$ cat config.mk
export PLATFORM = sky130hd
export DESIGN_NAME = mips_multicycle_ctrl
export DESIGN_NICKNAME = d
export VERILOG_FILES = /design/src/rtl/mips_multicycle_ctrl.sv
export SDC_FILE = /design/constraint.sdc
export NUM_CORES = 1
export LEC_CHECK = 0
export CAP_MARGIN = 20
export CELL_PAD_IN_SITES_DETAIL_PLACEMENT = 0
export CELL_PAD_IN_SITES_GLOBAL_PLACEMENT = 1
export CORE_MARGIN = 2
export CORE_UTILIZATION = 39
export CTS_BUF_LIST = sky130_fd_sc_hd__clkbuf_16
export DETAILED_ROUTE_END_ITERATION = 8
export PLACE_DENSITY = 0.87
export RECOVER_POWER = 100
export SYNTH_ARGS = -nofsm -noshare
export SYNTH_HDL_FRONTEND = slang
export SYNTH_SLANG_ARGS = --single-unit
$ cat constraint.sdc
create_clock -name clk -period 7.1 [get_ports clk]
set_input_delay 1.065 -clock clk [delete_from_list [all_inputs] [get_ports clk]]
set_output_delay 1.065 -clock clk [all_outputs]
set_load 0.01 [all_outputs]
$ cat src/rtl/mips_multicycle_ctrl.sv
// Multi-cycle MIPS control FSM: FETCH/DECODE/EXEC/MEM/WB with memory handshake.
// Optional MC_INVOP_TRAP_EN: invalid opcodes park the FSM in TRAP until reset.
module mips_multicycle_ctrl #(
  parameter int CNT_W = 32
) (
  input  logic             clk,
  input  logic             rst,
  input  logic [5:0]       opc,
  input  logic [5:0]       func,
  input  logic             memReady,
  output logic             pcWrite,
  output logic             irWrite,
  output logic [1:0]       pcSrc,
  output logic             memAddrSel,
  output logic             memRead,
  output logic             memWrite,
  output logic             isJmp,
  output logic             isBeq,
  output logic             isBne,
  output logic [1:0]       rfWriteDataSel,
  output logic             rfWriteAddrSel,
  output logic             rfWriteEnable,
  output logic             aluSrcA,
  output logic [1:0]       aluSrcB,
  output logic [2:0]       aluFunc,
  output logic             bitXtend,
  output logic             invOpcode,
  output logic             retire,
  output logic [CNT_W-1:0] instCount,
  output logic [2:0]       state
);

  localparam logic [2:0] ALU_AND = 3'b000;
  localparam logic [2:0] ALU_OR  = 3'b001;
  localparam logic [2:0] ALU_ADD = 3'b010;
  localparam logic [2:0] ALU_SUB = 3'b110;
  localparam logic [2:0] ALU_SLT = 3'b111;

  localparam logic [5:0] MIPS_ADD  = 6'h20;
  localparam logic [5:0] MIPS_SUB  = 6'h22;
  localparam logic [5:0] MIPS_AND  = 6'h24;
  localparam logic [5:0] MIPS_OR   = 6'h25;
  localparam logic [5:0] MIPS_SLT  = 6'h2a;
  localparam logic [5:0] MIPS_J    = 6'h02;
  localparam logic [5:0] MIPS_BEQ  = 6'h04;
  localparam logic [5:0] MIPS_BNE  = 6'h05;
  localparam logic [5:0] MIPS_ADDI = 6'h08;
  localparam logic [5:0] MIPS_ANDI = 6'h0c;
  localparam logic [5:0] MIPS_ORI  = 6'h0d;
  localparam logic [5:0] MIPS_LW   = 6'h23;
  localparam logic [5:0] MIPS_SW   = 6'h2b;

  typedef enum logic [2:0] {
    S_FETCH  = 3'd0,
    S_DECODE = 3'd1,
    S_EXEC   = 3'd2,
    S_MEM    = 3'd3,
    S_WB     = 3'd4,
    S_TRAP   = 3'd5
  } state_t;

  state_t           r_state;
  logic [5:0]       r_opc;
  logic [5:0]       r_func;
  logic [CNT_W-1:0] r_cnt;

  logic [5:0] w_op;
  logic [5:0] w_fn;
  logic       w_rtype;
  logic       w_rok;
  logic       w_lw;
  logic       w_sw;
  logic       w_beq;
  logic       w_bne;
  logic       w_j;
  logic       w_addi;
  logic       w_andi;
  logic       w_ori;
  logic       w_valid;
  logic [2:0] w_rfunc;

  // IR is only stable for decode in DECODE; afterwards use the captured copy
  assign w_op = (r_state == S_DECODE) ? opc : r_opc;
  assign w_fn = (r_state == S_DECODE) ? func : r_func;

  assign w_rtype = (w_op == 6'h00);
  assign w_rok   = w_rtype &&
                   (w_fn inside {MIPS_ADD, MIPS_SUB, MIPS_AND,
                                 MIPS_OR, MIPS_SLT});
  assign w_lw    = (w_op == MIPS_LW);
  assign w_sw    = (w_op == MIPS_SW);
  assign w_beq   = (w_op == MIPS_BEQ);
  assign w_bne   = (w_op == MIPS_BNE);
  assign w_j     = (w_op == MIPS_J);
  assign w_addi  = (w_op == MIPS_ADDI);
  assign w_andi  = (w_op == MIPS_ANDI);
  assign w_ori   = (w_op == MIPS_ORI);
  assign w_valid = w_rok | w_lw | w_sw | w_beq | w_bne |
                   w_j | w_addi | w_andi | w_ori;

  always_comb begin
    w_rfunc = ALU_ADD;
    unique case (1'b1)
      (w_fn == MIPS_SUB): w_rfunc = ALU_SUB;
      (w_fn == MIPS_AND): w_rfunc = ALU_AND;
      (w_fn == MIPS_OR):  w_rfunc = ALU_OR;
      (w_fn == MIPS_SLT): w_rfunc = ALU_SLT;
      default:            w_rfunc = ALU_ADD;
    endcase
  end

  always_ff @(posedge clk) begin
    if (rst) begin
      r_state <= S_FETCH;
      r_opc   <= '0;
      r_func  <= '0;
      r_cnt   <= '0;
    end else begin
      if (retire) r_cnt <= r_cnt + 1'b1;
      unique case (r_state)
        S_FETCH: if (memReady) r_state <= S_DECODE;
        S_DECODE: begin
          r_opc  <= opc;
          r_func <= func;
          if (!w_valid)
`ifdef MC_INVOP_TRAP_EN
            r_state <= S_TRAP;
`else
            r_state <= S_FETCH;
`endif
          else if (w_j) r_state <= S_FETCH;
          else r_state <= S_EXEC;
        end
        S_EXEC: begin
          if (w_lw || w_sw) r_state <= S_MEM;
          else if (w_beq || w_bne) r_state <= S_FETCH;
          else r_state <= S_WB;
        end
        S_MEM:
          if (memReady) r_state <= w_lw ? S_WB : S_FETCH;
        S_WB:   r_state <= S_FETCH;
        S_TRAP: r_state <= S_TRAP;
        default: r_state <= S_FETCH;
      endcase
    end
  end

  always_comb begin
    pcWrite        = 1'b0;
    irWrite        = 1'b0;
    pcSrc          = 2'b00;
    memAddrSel     = 1'b0;
    memRead        = 1'b0;
    memWrite       = 1'b0;
    isJmp          = 1'b0;
    isBeq          = 1'b0;
    isBne          = 1'b0;
    rfWriteDataSel = 2'b00;
    rfWriteAddrSel = 1'b0;
    rfWriteEnable  = 1'b0;
    aluSrcA        = 1'b0;
    aluSrcB        = 2'b00;
    aluFunc        = 3'b000;
    bitXtend       = 1'b0;
    invOpcode      = 1'b0;
    retire         = 1'b0;
    if (!rst) begin
      unique case (r_state)
        S_FETCH: begin
          memRead = 1'b1;
          if (memReady) begin
            irWrite = 1'b1;
            pcWrite = 1'b1;
            aluSrcB = 2'b01;
            aluFunc = ALU_ADD;
          end
        end
        S_DECODE: begin
          if (!w_valid) invOpcode = 1'b1;
          else if (w_j) begin
            isJmp   = 1'b1;
            pcWrite = 1'b1;
            pcSrc   = 2'b10;
            retire  = 1'b1;
          end
        end
        S_EXEC: begin
          aluSrcA = 1'b1;
          unique case (1'b1)
            w_rtype: aluFunc = w_rfunc;
            (w_addi || w_lw || w_sw): begin
              aluSrcB  = 2'b10;
              aluFunc  = ALU_ADD;
              bitXtend = 1'b1;
            end
            (w_andi || w_ori): begin
              aluSrcB = 2'b10;
              aluFunc = w_andi ? ALU_AND : ALU_OR;
            end
            (w_beq || w_bne): begin
              aluFunc  = ALU_SUB;
              isBeq    = w_beq;
              isBne    = w_bne;
              pcSrc    = 2'b01;
              bitXtend = 1'b1;
              retire   = 1'b1;
            end
            default: ;
          endcase
        end
        S_MEM: begin
          memAddrSel = 1'b1;
          memRead    = w_lw;
          memWrite   = w_sw;
          retire     = w_sw && memReady;
        end
        S_WB: begin
          rfWriteEnable  = 1'b1;
          rfWriteDataSel = w_lw ? 2'b01 : 2'b00;
          rfWriteAddrSel = w_rtype;
          retire         = 1'b1;
        end
        S_TRAP: invOpcode = 1'b1;
        default: ;
      endcase
    end
  end

  assign state     = rst ? 3'd0 : r_state;
  assign instCount = rst ? '0 : r_cnt;

endmodule

Yosys cells after proc, flatten, opt, wreduce, memory -nomap -nowiden
Index checks and enable logic that the tools add are counted.

Flip-flop bits (word level): 47. Input bits: 15. Output and inout port bits: 58. Logic and storage cells: 112.

$add $sub $neg: 1. Equality and inequality tests: 20. Mux-type cells: 66. Bitwise logic cells: 8. Reduce and logical (&&, ||, !) cells: 13.

Operators by type and width (count): 6-bit equality test (second input constant) (7); 1-bit 2-to-1 mux (38); 32-bit by 1-bit adder with 32-bit output (second input constant) (1); 32-bit 2-to-1 mux (1); 3-bit case mux with 4 select lines (2); 3-bit 2-to-1 mux (7); 6-bit by 4-bit equality test with 1-bit output (second input constant) (3); 2-bit 2-to-1 mux (8); 3-bit case mux with 5 select lines (1); 6-bit by 3-bit equality test with 1-bit output (second input constant) (2); 6-bit 2-to-1 mux (2); 1-bit OR (8); 2-bit case mux with 2 select lines (2); 3-bit by 2-bit equality test with 1-bit output (second input constant) (2); 3-bit equality test (second input constant) (2); 6-bit by 2-bit equality test with 1-bit output (second input constant) (1); 6-bit zero test (1); 1-bit case mux with 2 select lines (3); 3-bit case mux with 2 select lines (1); 1-bit logical OR (5); 5-bit nonzero test (1); 2-bit inequality test (second input constant) (2); 1-bit case mux with 4 select lines (1); 2-bit OR reduction (2); 4 further kinds (5).

Logic depth before layout (Yosys ltp)
Depth in word-level cells: 16. Mapped depth: 8. Depth with buffers taken out: 5.

Worst setup path after synthesis
No wires, ideal clock.

Kind: in2out. From: input opc[5]. To: output retire. Data arrival time: 2.417 ns. Required time: 6.035 ns. Slack: 3.618 ns. Stages on the path: 6. Path buffers: 2. Cell sequence: nor4b_2 nand3_1 and3_1 clkbuf_1 buf_2 a21oi_1.

Word-level cells in the longest chain between the ends: 14. Elaborated cells between the ends (all ways): 26. Classes of those cells: 8 x eq/ne; 6 x mux; 8 x bitwise; 4 x reduce/logical.

RTL lines: start: declaration (line 8) `input logic [5:0] opc,`; 6-bit 2-to-1 mux (*); 6-bit zero test (line 86) `assign w_rtype = (w_op == 6'h00);`; 1-bit logical AND (line 87) `assign w_rok = w_rtype &&`; 1-bit OR (5 in a row) (line 98) `assign w_valid = w_rok | w_lw | w_sw | w_beq | w_bne |`; 1-bit OR (3 in a row) (line 99) `w_j | w_addi | w_andi | w_ori;`; 1-bit 2-to-1 mux (line 179) `if (!w_valid) invOpcode = 1'b1;`; 1-bit case mux with 4 select lines (*) (line 168) `unique case (r_state)`; 1-bit 2-to-1 mux (*) (line 167) `if (!rst) begin`; end: declaration (line 28) `output logic retire,`.

Mark *: on every way between the ends. The rest lies on a longest branch, timed or not.

Final worst setup path
From: register r_state[0]. To: output retire.

Word-level cells in the longest chain between the ends: 16. Elaborated cells between the ends (all ways): 37. Classes of those cells: 17 x eq/ne; 7 x mux; 8 x bitwise; 5 x reduce/logical.

RTL lines: start: declaration (line 62) `state_t r_state;`; start signal: assignment (line 140) `if (memReady) r_state <= w_lw ? S_WB : S_FETCH;`; 3-bit by 1-bit equality test with 1-bit output (line 83, 84, 168); 6-bit 2-to-1 mux; 6-bit equality test (line 88) `(w_fn inside {MIPS_ADD, MIPS_SUB, MIPS_AND,`; 5-bit nonzero test (line 88); 1-bit logical AND (line 87); 1-bit OR (5 in a row) (line 98); 1-bit OR (3 in a row) (line 99); 1-bit 2-to-1 mux (line 179); 1-bit case mux with 4 select lines (*) (line 168); 1-bit 2-to-1 mux (*) (line 167).

Marks and branches as above.

==> impl_metrics.ini <==
[die]
rows = 32
io_pins = 73
dieArea_um2 = 8840
start_util_pct = 40.5
core_area_um2 = 7810
die_h_um = 94.0
die_width_um = 94.0

[synth]
synthFlopType = dfxtp_1
ys_seq_area_share_pct = 29.8
yosysTopAreaCell = dfxtp_1
synth_cell_types = 51
syn_area_um2 = 3160
syn_inst = 407
synth_edf_count = 0
synth.area.top_cells = dfxtp_1 (30%), mux2_2 (11%), nor2b_1 (8.7%)
yosys_register_bits = 47
synth_top_area_share_pct = 29.8
synth_nets = 423
ys_warn_count = 0
async_reset_ff_share_pct = 0
synth_area_per_cell_um2 = 7.77

[setup_path]
cp_max_fo = 33
arrival_ps = 4220
r2r_end = r_cnt[17]
reg2reg_slack_ps = 3060
cp_top_family = buffers and inverters
criticalPathCategory = flop to output port
crit_top_cell = clkbuf_1
crit_required_ps = 6030
crit_chain = nor3b_1, clkbuf_1, or4b_1, a2111o_1, clkbuf_1, a21oi_1, dlygate4sd3_1
start_kind = flop
worstSetupEndpointType = output port
max_stage_delay_ps = 940
cp_num_buf_inv = 3
r2r-start = r_state[0]
cpMaxStageDelayCell = clkbuf_1
rr_worst_depth = 7

[clocking]
cts_sinks = 47
clkTransAtPathRegs_ps = 60
htreeDepth = 2
tritoncts = yes
cts_buffers = 5
cts_root_buffer = clkbuf_16
hold_buffers = 0
clock_path_buffers = 2
cts_setup_buffers = 0
clock_latency_ps = 280
cts_resized = 0

[drt]
vias = 3158
finalWirelength_um = 8310
firstDrtPassIters = 4
drt-vias-per-instance = 5.59
ant_nets = 0
first_iter_violations = 165
drcViolationCount = 0
drt-wirelength-per-cell_um = 14.7

[global_route]
grt_max_degree = 88
grt_pass1_wl_um = 13800
use_met1_pct = 25.9
grt_overflow = 0
grt_pass1_vias = 2939
grt-busiest-layer = met2
grt.met3_usage_pct = 3.37
antenna_found_initial = 0
grt_usage_pct = 19.0
grt_use_met2_pct = 30.7

[finish]
diodes = 0
final_cell_mix = nor2_1 (59), dlygate4sd3_1 (55), dfxtp_1 (47), nor2b_1 (44), a21oi_1 (30)
final_area_um2 = 4030
layout_commonest_cell = nor2_1
layout-drive-gt1-share_pct = 9.29
syn_to_final_growth_pct = 27.5
fin_nets = 478
fin_cells = 565
fillers = 782

[timing]
hold_viol_final = 0
slew_viol_final = 0
slew_headroom_pct = 13.7
clock_skew_ps = 7.92
layout_setup_ws_ps = 1820
setup_violations = 0
worstMarginPinSlew_ps = 1290
clock.fmax_mhz = 189
fin_setup_tns_ps = 0
final.min_clock_period_ps = 5280
fin_crit_sh_pct = 74.4
rsz0062_at_grt = false

[placed_design]
place.gp.congestion = 0.902
hpwl_um = 6060
place_area_um2 = 3920
dpl.cell_count = 557
portBuffers = 71
post-place-ws_ps = 2370

[worst_hold_path]
hold_depth = 2
min_path_type = flop to flop
hold_end = r_func[4]
hold_path.startpoint = r_func[4]

[run]
cap_violations = 0

[pwr]
irDropWorstVdd_uv = 86.5
powerDensity_nw_per_um2 = 143
p_leak_nw = 1.60

[run_status]
status = completed
[cell families (layout without fill, tap and decap cells)]
group / Yosys count / count (layout) / synth area share (%)
compound gates: 71 / 71 / 15.0
fa+ha+maj: 1 / 1 / 0.396
buf+inv: 31 / 87 / 3.96
flops: 47 / 47 / 29.8
mux: 42 / 42 / 14.6
other cells: 1 / 1 / 0.119
simple gates: 214 / 214 / 36.2
[worst min-delay path: cells and delay by family (launching register included)]
family           cells  cell delay, ps
AO/OA/AOI/OAI        1              50
flip-flops           1             310
AND/OR/NAND/NOR      1              50
[cell type report]
type                    instances  area (µm²)  share of cell area [%]
clock buffers                   5         125                    3.10
flip-flops and latches         47         941                    23.3
clock inverters                 3        16.3                   0.403
inverters                       4        15.0                   0.372
repair buffers                 75         728                    18.1
multi-input cells             329        2080                    51.6
well taps                     102         128                    3.17
[flip-flops by register name, summed over array words and instances (netlist names)]
| signal | count |
|---|---|
| r_func | 6 |
| r_opc | 6 |
| r_cnt | 32 |
| r_state | 3 |
[power by group]
group	switching (W)	internal (W)
Combinational	0.0000412	0.0000309
Sequential	0.00000661	0.000268
Clock	0.000100	0.000129
Total	0.000148	0.000428
[per-layer routing]
metal  up-vias  share of wire [%]
li1       1580                  -
met1      1474                 47
met2        89                 46
met3        15                5.6
met4         0                2.0
met5         -                  0
[cell usage after synthesis, types with 2 or more instances]
cell type / count
mux2_2: 30
mux2_1: 3
nand2b_1: 8
nor2_1: 59
o21ai_0: 7
buf_1: 4
nor2b_1: 44
and2_1: 3
clkbuf_1: 20
dfxtp_1: 47
inv_1: 4
buf_4: 2
nand4_1: 17
or3b_2: 2
nand2_1: 27
nor3_1: 4
or2_2: 2
a211oi_1: 10
nor3b_1: 3
nor4_1: 2
a21o_1: 2
a21boi_0: 3
nand3_1: 22
a2111oi_0: 6
a21oi_1: 30
and4_1: 5
a2111o_1: 2
and3_1: 8
mux2i_1: 9
[per-stage QoR]
stage | power [W] | util [%] | hold WS (ps)
2_1_floorplan | 0.000327 | - | 431
3_3_place_gp | 0.000353 | 50.2 | 439
3_5_place_dp | 0.000354 | 50.2 | 452
4_1_cts | 0.000584 | 52.0 | 461
5_1_grt | 0.000599 | 51.6 | 486
6_report | 0.000576 | 51.6 | 460
[how the worst max path moves through the flow]
| stage | from | end | slack, ps | depth (start not counted) |
|---|---|---|---|---|
| floorplan | opc[5] | retire | 3620 | 6 |
| global placement | opc[5] | retire | 2450 | 7 |
| detailed placement | opc[5] | retire | 2370 | 7 |
| CTS | opc[5] | retire | 2350 | 7 |
| global route | r_state[0] | retire | 1360 | 7 |
| finish | r_state[0] | retire | 1820 | 7 |
(Power assumes the default switching activity.)
==> patch, RTL diff (same settings) <==
Add a define of `MC_INVOP_TRAP_EN`.
--- a/src/rtl/mips_multicycle_ctrl.sv
+++ b/src/rtl/mips_multicycle_ctrl.sv
@@ -2,2 +2,4 @@
 // Optional MC_INVOP_TRAP_EN: invalid opcodes park the FSM in TRAP until reset.
+`define MC_INVOP_TRAP_EN
+
 module mips_multicycle_ctrl #(
Behaviour: not the same (Yosys sat finds a counterexample within 4 cycles, from zero or initial values and one cycle with rst high).
==> patch against the original RTL <==
The run now ends with max-capacitance violations, max-slew violations left. Worst setup slack lost 0.27 ns. Sequential cell count is the same. Synthesized area shrank 3.5%. Routed wire length grew 1.2%. Cell area shrank 1.6%. Critical path depth shrank 3. Critical path type is now input pin to output pin.
Power is not compared: it rests on default switching activity, and its combinational part moved more than twofold at a synthesized area within 25%.
==> patch: results (changes against the original RTL) <==
<table>
<tr><th>Metric</th><th>Value</th></tr>
<tr><th colspan="2">Synth</th></tr>
<tr><td>Instance count of the mapped netlist</td><td>414 (+1.7%)</td></tr>
<tr><td>Leading post-synthesis cells by cell area</td><td>sky130_fd_sc_hd__dfxtp_1 31%, sky130_fd_sc_hd__nor2b_1 7.4%, sky130_fd_sc_hd__nor2_1 6.0%</td></tr>
<tr><td>Compound-gate portion of the synthesized area</td><td>17.5% (+2.5 points)</td></tr>
<tr><td>Mapped Nets</td><td>430 (+1.7%)</td></tr>
<tr><th colspan="2">Final layout</th></tr>
<tr><td>Filler cell count in the final layout</td><td>779 (-0.38%)</td></tr>
<tr><td>Count of inverters other than clock inverters in the layout</td><td>15 (+11)</td></tr>
<tr><td>Area of the multi-input gates</td><td>1930 µm² (-7.0%)</td></tr>
<tr><td>Number of nets in the finished design</td><td>488 (+2.1%)</td></tr>
<tr><td>Core utilization of the finished layout</td><td>51.9% (+0.26 points)</td></tr>
<tr><td>Portion of the layout cell area used by non-clock buffers</td><td>18.0% (-0.031 points)</td></tr>
<tr><td>Clock-cell share of area</td><td>4.95% (+1.4 points)</td></tr>
<tr><td>Fraction of standard cell area that is sequential</td><td>23.7% (+0.37 points)</td></tr>
<tr><th colspan="2">STA</th></tr>
<tr><td>Number of max-slew violations in the final report</td><td>89 (+89)</td></tr>
<tr><td>Part of the cycle the worst path needs</td><td>78.2% (+3.8 points)</td></tr>
<tr><td>Setup clock skew after layout</td><td>0.0124 ns (+0.00448 ns)</td></tr>
<tr><th colspan="2">Drt</th></tr>
<tr><td>Wire per inst</td><td>14.6 µm (-0.58%)</td></tr>
<tr><th colspan="2">Hold path</th></tr>
<tr><td>Sink of the worst hold path</td><td>r_func[2]</td></tr>
<tr><th colspan="2">Placement</th></tr>
<tr><td>HPWL Detailed</td><td>6.23 mm (+2.8%)</td></tr>
<tr><td>Final weighted congestion in routability-driven placement</td><td>0.847 (-6.0%)</td></tr>
<tr><td>Number of placed instances with taps included</td><td>567 (+1.8%)</td></tr>
<tr><td>Setup slack at placement</td><td>2.45 ns (+0.0797 ns)</td></tr>
<tr><th colspan="2">Status</th></tr>
<tr><td>Failing checks</td><td>max-capacitance violations, max-slew violations</td></tr>
<tr><td>Status</td><td>finished with violations</td></tr>
<tr><th colspan="2">GRT</th></tr>
<tr><td>First-pass GRT wire length</td><td>13.9 mm (+0.80%)</td></tr>
<tr><th colspan="2">Pwr</th></tr>
<tr><td>Power consumption</td><td>0.914 mW</td></tr>
<tr><th colspan="2">Flow run</th></tr>
<tr><td>Max Cap Viol</td><td>2 (+2)</td></tr>
<tr><th colspan="2">Worst setup path</th></tr>
<tr><td>R2R Path End</td><td>r_cnt[31]</td></tr>
</table>
patch: cell count changes in the layout (fill, tap and decap cells not counted), sizes merged, moves of 7 or more:
cell | unedited run | this run
nor2b | 44 | 36
nand2 | 27 | 45
o21ai | 7 | 23
a2111oi | 8 | 0
nand4 | 17 | 9
or3 | 0 | 7
or4 | 0 | 8
inv | 5 | 16
a211oi | 10 | 2
mux2 | 33 | 5
nor2 | 59 | 49
patch: per-layer routing:
layer	vias up	track usage, %
met1	1482	29.0
li1	1580	-
met5	-	0
met4	0	3.86
met2	61	31.2
met3	4	2.85
patch: cells by family after synthesis:
family,Yosys count
AOI/OAI and AO/OA,87
xor gates and xnor gates,10
adders and majority gates,1
buffers and inverters,38
DFF,47
muxes,10
other,1
and+or+nand+nor,220
patch: worst min-delay path: cells and delay by family (launching register included):
family / cells / cell delay [ns]
and+or+nand+nor: 1 / 0.05
AOI/OAI and AO/OA: 1 / 0.05
DFF: 1 / 0.32
